<file path="config.mk">
export PLATFORM = sky130hd
export DESIGN_NAME = wb_arbiter
export DESIGN_NICKNAME = d
export VERILOG_FILES = /design/src/rtl/wb_arbiter.sv
export SDC_FILE = /design/constraint.sdc
export NUM_CORES = 1
export LEC_CHECK = 0
export BUFFER_PORTS_ARGS = -buffer_cell sky130_fd_sc_hd__buf_2
export CORE_MARGIN = 1.5
export CORE_UTILIZATION = 52
export CTS_BUF_LIST = sky130_fd_sc_hd__clkbuf_8
export DETAILED_ROUTE_END_ITERATION = 8
export GPL_TIMING_DRIVEN = 0
export PLACE_DENSITY = 0.79
export SLEW_MARGIN = 5
export SYNTH_ARGS = -nofsm -noshare
export SYNTH_HDL_FRONTEND = slang
export SYNTH_SLANG_ARGS = --single-unit
</file>
<file path="constraint.sdc">
create_clock -name clk -period 3.9 [get_ports clk]
set_input_delay 0.585 -clock clk [delete_from_list [all_inputs] [get_ports clk]]
set_output_delay 0.585 -clock clk [all_outputs]
set_load 0.02 [all_outputs]
</file>
<file path="src/rtl/wb_arbiter.sv">
// Write-back arbiter: merges the non-stallable pipeline write-back with queued long-latency results.
// Optional WB_BYPASS_EN: a result arriving into an idle port with an empty queue is written at its handshake edge.
module wb_arbiter #(
    parameter int DEPTH      = 4,
    parameter int STARVE_MAX = 8
) (
    input  logic        clk,
    input  logic        rst,
    input  logic        pipe_we,
    input  logic [4:0]  pipe_waddr,
    input  logic [31:0] pipe_wdata,
    input  logic        lo_valid,
    output logic        lo_ready,
    input  logic        lo_mul,
    input  logic [4:0]  lo_waddr,
    input  logic [31:0] lo_wdata,
    input  logic [31:0] lo_hi,
    input  logic [31:0] lo_lo,
    output logic        we,
    output logic [4:0]  waddr,
    output logic [31:0] wdata,
    output logic        mul_we,
    output logic [31:0] hi,
    output logic [31:0] lo,
    output logic        stall_req,
    input  logic [4:0]  chk_addr1,
    input  logic [4:0]  chk_addr2,
    output logic        pend1,
    output logic        pend2
);
    localparam int PW = $clog2(DEPTH);
    localparam int CW = PW + 1;
    localparam int SW = $clog2(STARVE_MAX + 1);
    localparam logic [4:0] HI_REG = 5'd31;
    localparam logic [4:0] LO_REG = 5'd30;

    logic [PW-1:0] rd_ptr, wr_ptr;
    logic [CW-1:0] count, count_nxt;
    logic [SW-1:0] starve, starve_nxt;

    // Mul entries pack {hi, lo}; normal entries keep the result in the low half.
    logic          q_mul   [DEPTH];
    logic [4:0]    q_waddr [DEPTH];
    logic [63:0]   q_data  [DEPTH];

    logic full, empty, push_hs, discard, push, pop, bypass;
    logic        we_nxt, mul_we_nxt;
    logic [4:0]  waddr_nxt;
    logic [31:0] wdata_nxt, hi_nxt, lo_nxt;

    function automatic logic [SW-1:0] sat_inc(input logic [SW-1:0] v);
        return (v >= SW'(STARVE_MAX)) ? SW'(STARVE_MAX) : v + 1'b1;
    endfunction

    function automatic logic hits(input logic [4:0] a, input logic mul, input logic [4:0] wa);
        return (a != 5'd0) && (mul ? (a == HI_REG || a == LO_REG) : (a == wa));
    endfunction

    assign full     = (count == CW'(DEPTH));
    assign empty    = (count == '0);
    assign lo_ready = !full;
    assign push_hs  = lo_valid && !full;
    assign discard  = push_hs && !lo_mul && (lo_waddr == 5'd0);
    assign pop      = !empty && !pipe_we;
`ifdef WB_BYPASS_EN
    assign bypass   = push_hs && !discard && empty && !pipe_we;
`else
    assign bypass   = 1'b0;
`endif
    assign push     = push_hs && !discard && !bypass;

    assign count_nxt  = count + CW'(push) - CW'(pop);
    // Only cycles where the pipeline blocks a waiting head count toward starvation.
    assign starve_nxt = (!empty && pipe_we) ? sat_inc(starve) : '0;

    always_comb begin
        we_nxt     = 1'b0;
        mul_we_nxt = 1'b0;
        waddr_nxt  = waddr;
        wdata_nxt  = wdata;
        hi_nxt     = hi;
        lo_nxt     = lo;
        if (pipe_we) begin
            we_nxt    = 1'b1;
            waddr_nxt = pipe_waddr;
            wdata_nxt = pipe_wdata;
        end else if (pop) begin
            if (q_mul[rd_ptr]) begin
                mul_we_nxt = 1'b1;
                hi_nxt     = q_data[rd_ptr][63:32];
                lo_nxt     = q_data[rd_ptr][31:0];
            end else begin
                we_nxt    = 1'b1;
                waddr_nxt = q_waddr[rd_ptr];
                wdata_nxt = q_data[rd_ptr][31:0];
            end
        end else if (bypass) begin
            if (lo_mul) begin
                mul_we_nxt = 1'b1;
                hi_nxt     = lo_hi;
                lo_nxt     = lo_lo;
            end else begin
                we_nxt    = 1'b1;
                waddr_nxt = lo_waddr;
                wdata_nxt = lo_wdata;
            end
        end
    end

    always_ff @(posedge clk or negedge rst) begin
        if (!rst) begin
            we        <= 1'b0;
            waddr     <= '0;
            wdata     <= '0;
            mul_we    <= 1'b0;
            hi        <= '0;
            lo        <= '0;
            stall_req <= 1'b0;
            count     <= '0;
            rd_ptr    <= '0;
            wr_ptr    <= '0;
            starve    <= '0;
        end else begin
            we        <= we_nxt;
            waddr     <= waddr_nxt;
            wdata     <= wdata_nxt;
            mul_we    <= mul_we_nxt;
            hi        <= hi_nxt;
            lo        <= lo_nxt;
            stall_req <= (starve_nxt == SW'(STARVE_MAX)) || (count_nxt == CW'(DEPTH));
            count     <= count_nxt;
            starve    <= starve_nxt;
            if (push) wr_ptr <= wr_ptr + 1'b1;
            if (pop)  rd_ptr <= rd_ptr + 1'b1;
        end
    end

    // Queue storage needs no reset: validity is tracked by the pointers and count.
    always_ff @(posedge clk) begin
        if (push) begin
            q_mul[wr_ptr]   <= lo_mul;
            q_waddr[wr_ptr] <= lo_waddr;
            q_data[wr_ptr]  <= lo_mul ? {lo_hi, lo_lo} : {32'd0, lo_wdata};
        end
    end

    always_comb begin
        logic [PW-1:0] offs;
        pend1 = (we && hits(chk_addr1, 1'b0, waddr)) || (mul_we && hits(chk_addr1, 1'b1, 5'd0));
        pend2 = (we && hits(chk_addr2, 1'b0, waddr)) || (mul_we && hits(chk_addr2, 1'b1, 5'd0));
        for (int i = 0; i < DEPTH; i++) begin
            offs = PW'(i) - rd_ptr;
            if ({1'b0, offs} < count) begin
                if (hits(chk_addr1, q_mul[i], q_waddr[i])) pend1 = 1'b1;
                if (hits(chk_addr2, q_mul[i], q_waddr[i])) pend2 = 1'b1;
            end
        end
    end

endmodule

</file>
# Yosys cells after proc, flatten, opt, wreduce, memory -nomap -nowiden
# Memory sizes are Yosys's and may differ from the RTL's.
# Cells that the tools add are included.
[word_totals] register_bits=115 latch_bits=0 ramBits=280 romBits=0 input_bits=153 out_inout_bits=107 memories=3
[memory_table] name="q_data" words=4 word_bits=64 rd=1 rd_ports_with_merged_regs=0 write_ports=1 line="44" text="logic [63:0] q_data [DEPTH];"
[memory_table] name="q_waddr" words=4 word_bits=5 rd=5 rd_ports_with_merged_regs=0 write_ports=1 line="43" text="logic [4:0] q_waddr [DEPTH];"
[memory_table] name="q_mul" words=4 word_bits=1 rd=5 rd_ports_with_merged_regs=0 write_ports=1 line="42" text="logic q_mul [DEPTH];"
[op_classes] add_sub_neg=9 n_mul=0 n_div=0 order_cmp=5 eq_ne=18 shift=0 n_mux=41 n_bitwise=1 reduce_logical=39
[ops] op="2-to-1 mux 32 bit" n=3
[ops] op="2-to-1 mux 64 bit" n=1
[ops] op="== test 5 bit" n=10
[ops] op="2-to-1 mux 1 bit" n=32
[ops] op="logical AND 1 bit" n=22
[ops] op="== test 5 bit (second input constant)" n=4
[ops] op="2-to-1 mux 5 bit" n=3
[ops] op="less-than comparator 2 x 3 -> 1 bit" n=4
[ops] op="nonzero test 5 bit" n=2
[ops] op="2-to-1 mux 4 bit" n=2
[ops] op="== test 3 bit (second input constant)" n=2
[ops] op="zero test 1 bit" n=5
[ops] op="zero test 5 bit" n=1
[ops] op="logical OR 1 bit" n=5
[ops] op="adder 2 x 1 -> 2 bit (second input constant)" n=2
[ops] op="adder 4 x 1 -> 4 bit (second input constant)" n=1
[ops] op="== test 4 bit (second input constant)" n=1
[ops] op=">= comparator 4 bit (second input constant)" n=1
[ops] op="subtractor 1 x 2 -> 2 bit (first input constant)" n=2
[ops] op="subtractor 2 bit (first input constant)" n=2
[ops] op="adder 3 x 1 -> 3 bit" n=1
[ops] op="zero test 3 bit" n=1
[ops] op="AND reduction 3 bit" n=1
[ops] op="subtractor 3 x 1 -> 3 bit" n=1
[ops] op="4 further kinds" n=4

# Longest topological paths before layout
[logic_depth] ltp_word=13 depth_mapped=12 ltp_nobuf=10

# Worst setup path before layout
# OpenSTA, ideal clock, no wires.
[synth_path] path_type="register -> register" from="reg count[2]" to="mem q_data[0][0], enable pin" setup_ps=436 t_arrival_ps=2813 required_ps=3464 slack_ps=651 stages_incl_launch_ff=6 path_buffers=1 synth_period_minus_slack_ps=3249 cell_sequence="dfrtp_1 > buf_2 > inv_1 > or3_1 > o311a_1 > and2_1"
[synth_between] elab_chain_cells=9
[synth_lines] item="start: declaration" line="38" text="logic [CW-1:0] count, count_nxt;"
[synth_lines] item="start signal: assignment" line="131" text="count <= count_nxt;"
[synth_lines] item="== test 3 bit (*)" line="59" text="assign full = (count == CW'(DEPTH));"
[synth_lines] item="zero test 1 bit (*)"
[synth_lines] item="via lo_ready" line="13" text="output logic lo_ready,"
[synth_lines] item="logical AND 1 bit (*)" line="62" text="assign push_hs = lo_valid && !full;"
[synth_lines] item="logical AND 1 bit (2 in a row)" line="63" text="assign discard = push_hs && !lo_mul && (lo_waddr == 5'd0);"
[synth_lines] item="zero test 1 bit" line="70" text="assign push = push_hs && !discard && !bypass;"
[synth_lines] item="logical AND 1 bit (*)" line="70"
[synth_lines] item="2-to-1 mux 1 bit (*)" line="140" text="if (push) begin"
[synth_lines] item="2-to-1 mux 1 bit (*)" line="143" text="q_data[wr_ptr] <= lo_mul ? {lo_hi, lo_lo} : {32'd0, lo_wdata};"
[synth_lines] item="end: declaration" line="44"
# The timed path passes the listed nets; every way through them passes the cells marked *.

# Worst setup path in the final report
[layout_path] from="reg rd_ptr[0]" to="out pend1"
[layout_between] elab_chain_cells=9
[layout_lines] item="start: declaration" line="37" text="logic [PW-1:0] rd_ptr, wr_ptr;"
[layout_lines] item="start signal: assignment" line="134" text="if (pop) rd_ptr <= rd_ptr + 1'b1;"
[layout_lines] item="subtractor 1 x 2 -> 2 bit" line="152" text="offs = PW'(i) - rd_ptr;"
[layout_lines] item="less-than comparator 2 x 3 -> 1 bit" line="153" text="if ({1'b0, offs} < count) begin"
[layout_lines] item="2-to-1 mux 1 bit" line="153"
[layout_lines] item="2-to-1 mux 1 bit" line="154" text="if (hits(chk_addr1, q_mul[i], q_waddr[i])) pend1 = 1'b1;"
[layout_lines] item="2-to-1 mux 1 bit" line="153"
[layout_lines] item="2-to-1 mux 1 bit" line="154"
[layout_lines] item="2-to-1 mux 1 bit" line="153"
[layout_lines] item="2-to-1 mux 1 bit" line="154"
[layout_lines] item="2-to-1 mux 1 bit (*)" line="153"
[layout_lines] item="end: declaration" line="28" text="output logic pend1,"
# Mark *: on every way between the ends. The rest lies on a longest branch, timed or not.

==> flow_metrics.env <==
export IMPL_internal_power_mw=9.647
export IMPL_synth_most_common_cell="edfxtp_1"
export IMPL_seqPwrFrac_pct=42.2
export IMPL_violations="design-rule violations"
export IMPL_drtAntennaViolNets=0
export IMPL_crit_reg2reg_capture="stall_req"
export IMPL_post_route_cells_drive_above_1_share_pct=37.18
export IMPL_worst_skew_pair_late_latency_ns=0.61
export IMPL_cts_root_buf="clkbuf_8"
export IMPL_crit_top_cell="buf_2"
export IMPL_wire_per_inst_um=20.98
export IMPL_finalHoldViolCount=0
export IMPL_cts_tree="done"
export IMPL_yosysTopAreaCell="edfxtp_1"
export IMPL_instances_no_fill=1688
export IMPL_tns_ns=0
export IMPL_synth_seq_cells=395
export IMPL_grt_pass1_wl_um=55650
export IMPL_use_met2_pct=38.10
export IMPL_die_h_um=180.1
export IMPL_synthDistinctLibCells=44
export IMPL_synth_area_mm2=0.01631
export IMPL_hold_class="in2reg"
export IMPL_cp_max_fo=19
export IMPL_clock_path_buffers=3
export IMPL_cp_end_kind="output pin"
export IMPL_grt_busiest_layer="met2"
export IMPL_antenna_found_initial=2
export IMPL_yosysSeqAreaShare_pct=69.18
export IMPL_syn2layout_area_growth_pct=18.78
export IMPL_dp_cells=1574
export IMPL_htreeDepth=2
export IMPL_ios=260
export IMPL_p_comb_share_pct=36.1
export IMPL_synth_top_cell_area_share_pct=51.54
export IMPL_hpwl_um=23890
export IMPL_setup_violations=0
export IMPL_arrival_ns=3.05
export IMPL_core_area_mm2=0.03075
export IMPL_grt_use_met1_pct=29.70
export IMPL_grt_pass1_vias=9836
export IMPL_drt_total_wl_um=35420
export IMPL_drc=17
export IMPL_status="complete, but fails checks"
export IMPL_gr_usage_met3_pct=4.143
export IMPL_r2r_cells=11
export IMPL_whs_path_depth=3
export IMPL_fillers=2272
export IMPL_period_share_pct=93.24
export IMPL_crit_family="buffers and inverters"
export IMPL_grt_max_degree=61
export IMPL_critical_path_class="reg2out"
export IMPL_drt_iter0_markers=639
export IMPL_vias=9260
export IMPL_synth_common_cells="edfxtp_1 (280), dfrtp_1 (115), mux4_2 (70)"
export IMPL_critPathLaunchType="register"
export IMPL_first_pass_iters=7
export IMPL_start_util_pct=53.06
export IMPL_fin_area_mm2=0.01938
export IMPL_holdCritStartpoint="pipe_wdata[14]"
export IMPL_rsz0062_at_grt="false"
export IMPL_drv_slew=0
export IMPL_grt_overflow=0
export IMPL_synthFlopType="edfxtp_1"
export IMPL_min_to="wdata[14]"
export IMPL_ir_drop_uv=354.1
export IMPL_p_leak_nw=7.626
export IMPL_power_total_mw=14.70
export IMPL_numCtsBuffers=61
export IMPL_syn_avg_cell_area_um2=17.66
export IMPL_async_flop_share_pct=29.11
export IMPL_viasPerCell=5.486
export IMPL_synth_edf_count=280
export IMPL_pwr_density_cell_mw_per_mm2=758.3
export IMPL_clock_skew_ns=0.03338
export IMPL_clock_fmax_ghz=0.2750
export IMPL_clock_sinks=395
export IMPL_slowest_stage="a311oi_1"
export IMPL_worstReg2RegStart="count[2]"
export IMPL_yosys_warnings=0
export IMPL_synthTopCellsByArea="edfxtp_1 (52%), dfrtp_1 (18%), mux4_2 (9.7%)"
export IMPL_clk_pin_slew_ns=0.07
export IMPL_crit_chain="buf_2 -> buf_6 -> xor2_1 -> inv_1 -> ha_1 -> nor2b_1 -> a311oi_1 -> nand4_1 -> o2111ai_1 -> nor3_1 -> a21oi_1 -> buf_2"
export IMPL_io_buffers=249
export IMPL_p_switching_mw=5.048
export IMPL_r2r_setup_slack_ns=1.22
export IMPL_synth_nets=1090
export IMPL_crit_required_ns=3.31
export IMPL_track_usage_pct=22.43
export IMPL_worst_pin_slew_ns=0.8830
export IMPL_slew_headroom_pct=41.13
export IMPL_crit_buf_inv=4
export IMPL_synth_cells=924
export IMPL_period_minus_slack_ns=3.636
export IMPL_clockPowerShare_pct=21.6
export IMPL_fp_dieArea_mm2=0.03245
export IMPL_critPathMaxStageDelay_ns=0.42
export IMPL_swShare_pct=34.35
export IMPL_place_congestion=0.8590
export IMPL_die_w_um=180.1
export IMPL_place_area_mm2=0.01821
export IMPL_nets=1406
export IMPL_core_rowCount=64
export IMPL_max_cap_viol_count=0
export IMPL_post_cts_setup_buffers=0
## logic make-up (layout without fill, tap and decap cells)
group | count (synthesis) | in the layout | share of synthesized area [%]
DFF | 395 | 395 | 69.18
and+or+nand+nor | 130 | 130 | 4.042
xor gates and xnor gates | 57 | 57 | 3.060
muxes | 203 | 203 | 18.56
buffers and inverters | 67 | 434 | 2.055
adders and majority gates | 13 | 13 | 1.043
AOI/OAI and AO/OA | 59 | 59 | 2.063
other | 0 | 1 | 0
## timing repair
item / 4_1_cts / 5_1_grt
pin swaps: 0 / 0
hold buffers: 1 / 0
hold endpoints to repair: 43 / 0
resized for setup: 0 / 3
setup endpoints to repair: 2 / 2
## worst min-delay path, cell delays in order
cell	delay [ns]
buf_2	0.07
nand2_1	0.04
o21ai_1	0.06
## power groups by stage
stage / registers, mW / clock network [mW] / logic (mW)
floorplan: 6.84 / 0 / 3.05
global placement: 6.31 / 0 / 5.16
detailed placement: 6.28 / 0 / 5.38
CTS: 6.21 / 3.24 / 5.38
global route: 6.32 / 3.45 / 5.73
finish: 6.21 / 3.18 / 5.31
## worst max path at each step
stage / start / to / slack (ns) / depth (start not counted)
detailed placement: rd_ptr[1] / pend2 / 0.30 / 11
floorplan: count[2] / q_data[0][0] / 0.65 / 5
global placement: lo_waddr[0] / q_data[0][8] / -0.77 / 4
global route: rd_ptr[0] / pend1 / 0.02 / 12
finish: rd_ptr[0] / pend1 / 0.26 / 12
CTS: rd_ptr[0] / pend2 / 0.08 / 11
## per-stage QoR
stage | util (%) | worst slack, ns | hold slack [ns]
CTS | 62.97 | 0.08079 | 0.1637
global route | 63.02 | 0.02222 | 0.1615
floorplan | - | 0.6515 | 0.2894
global placement | 58.72 | -0.7704 | 0.4687
detailed placement | 59.22 | 0.3027 | 0.4770
finish | 63.02 | 0.2636 | 0.1894
## metal layers
metal | vias up | share of wire, %
met5 | - | 0
met1 | 4707 | 42
li1 | 4177 | -
met2 | 319 | 50
met3 | 57 | 5.9
met4 | 0 | 2.3
## area by class of cell
type	instances	area, µm²	area share (%)
well taps	396	495.5	2.557
inverters	13	48.80	0.2518
clock buffers	69	949.7	4.901
plain buffers	52	284.0	1.466
multi-input cells	462	4710	24.30
diodes	1	2.502	0.01291
clock inverters	45	202.7	1.046
repair buffers	255	1400	7.225
flip-flops and latches	395	11290	58.24
## state kept, by name (all words and copies together) (netlist names)
| signal | cells |
|---|---|
| stall_req | 1 |
| starve | 4 |
| q_data | 256 |
| count | 3 |
| q_mul | 4 |
| mul_we | 1 |
| rd_ptr | 2 |
| waddr | 5 |
| we | 1 |
| q_waddr | 20 |
| wdata | 32 |
| hi | 32 |
| lo | 32 |
| wr_ptr | 2 |
## cells in the final DEF (no fill, tap or decap), types with 37 or more instances in the layout
master	n
edfxtp_1	280
buf_2	257
dfrtp_1	115
mux4_2	70
clkbuf_8	69
mux2_1	49
mux2_2	47
xor2_1	43
nand2_1	41
o21ai_1	38
mux2i_1	37
Power figures use the tool's default switching activity.
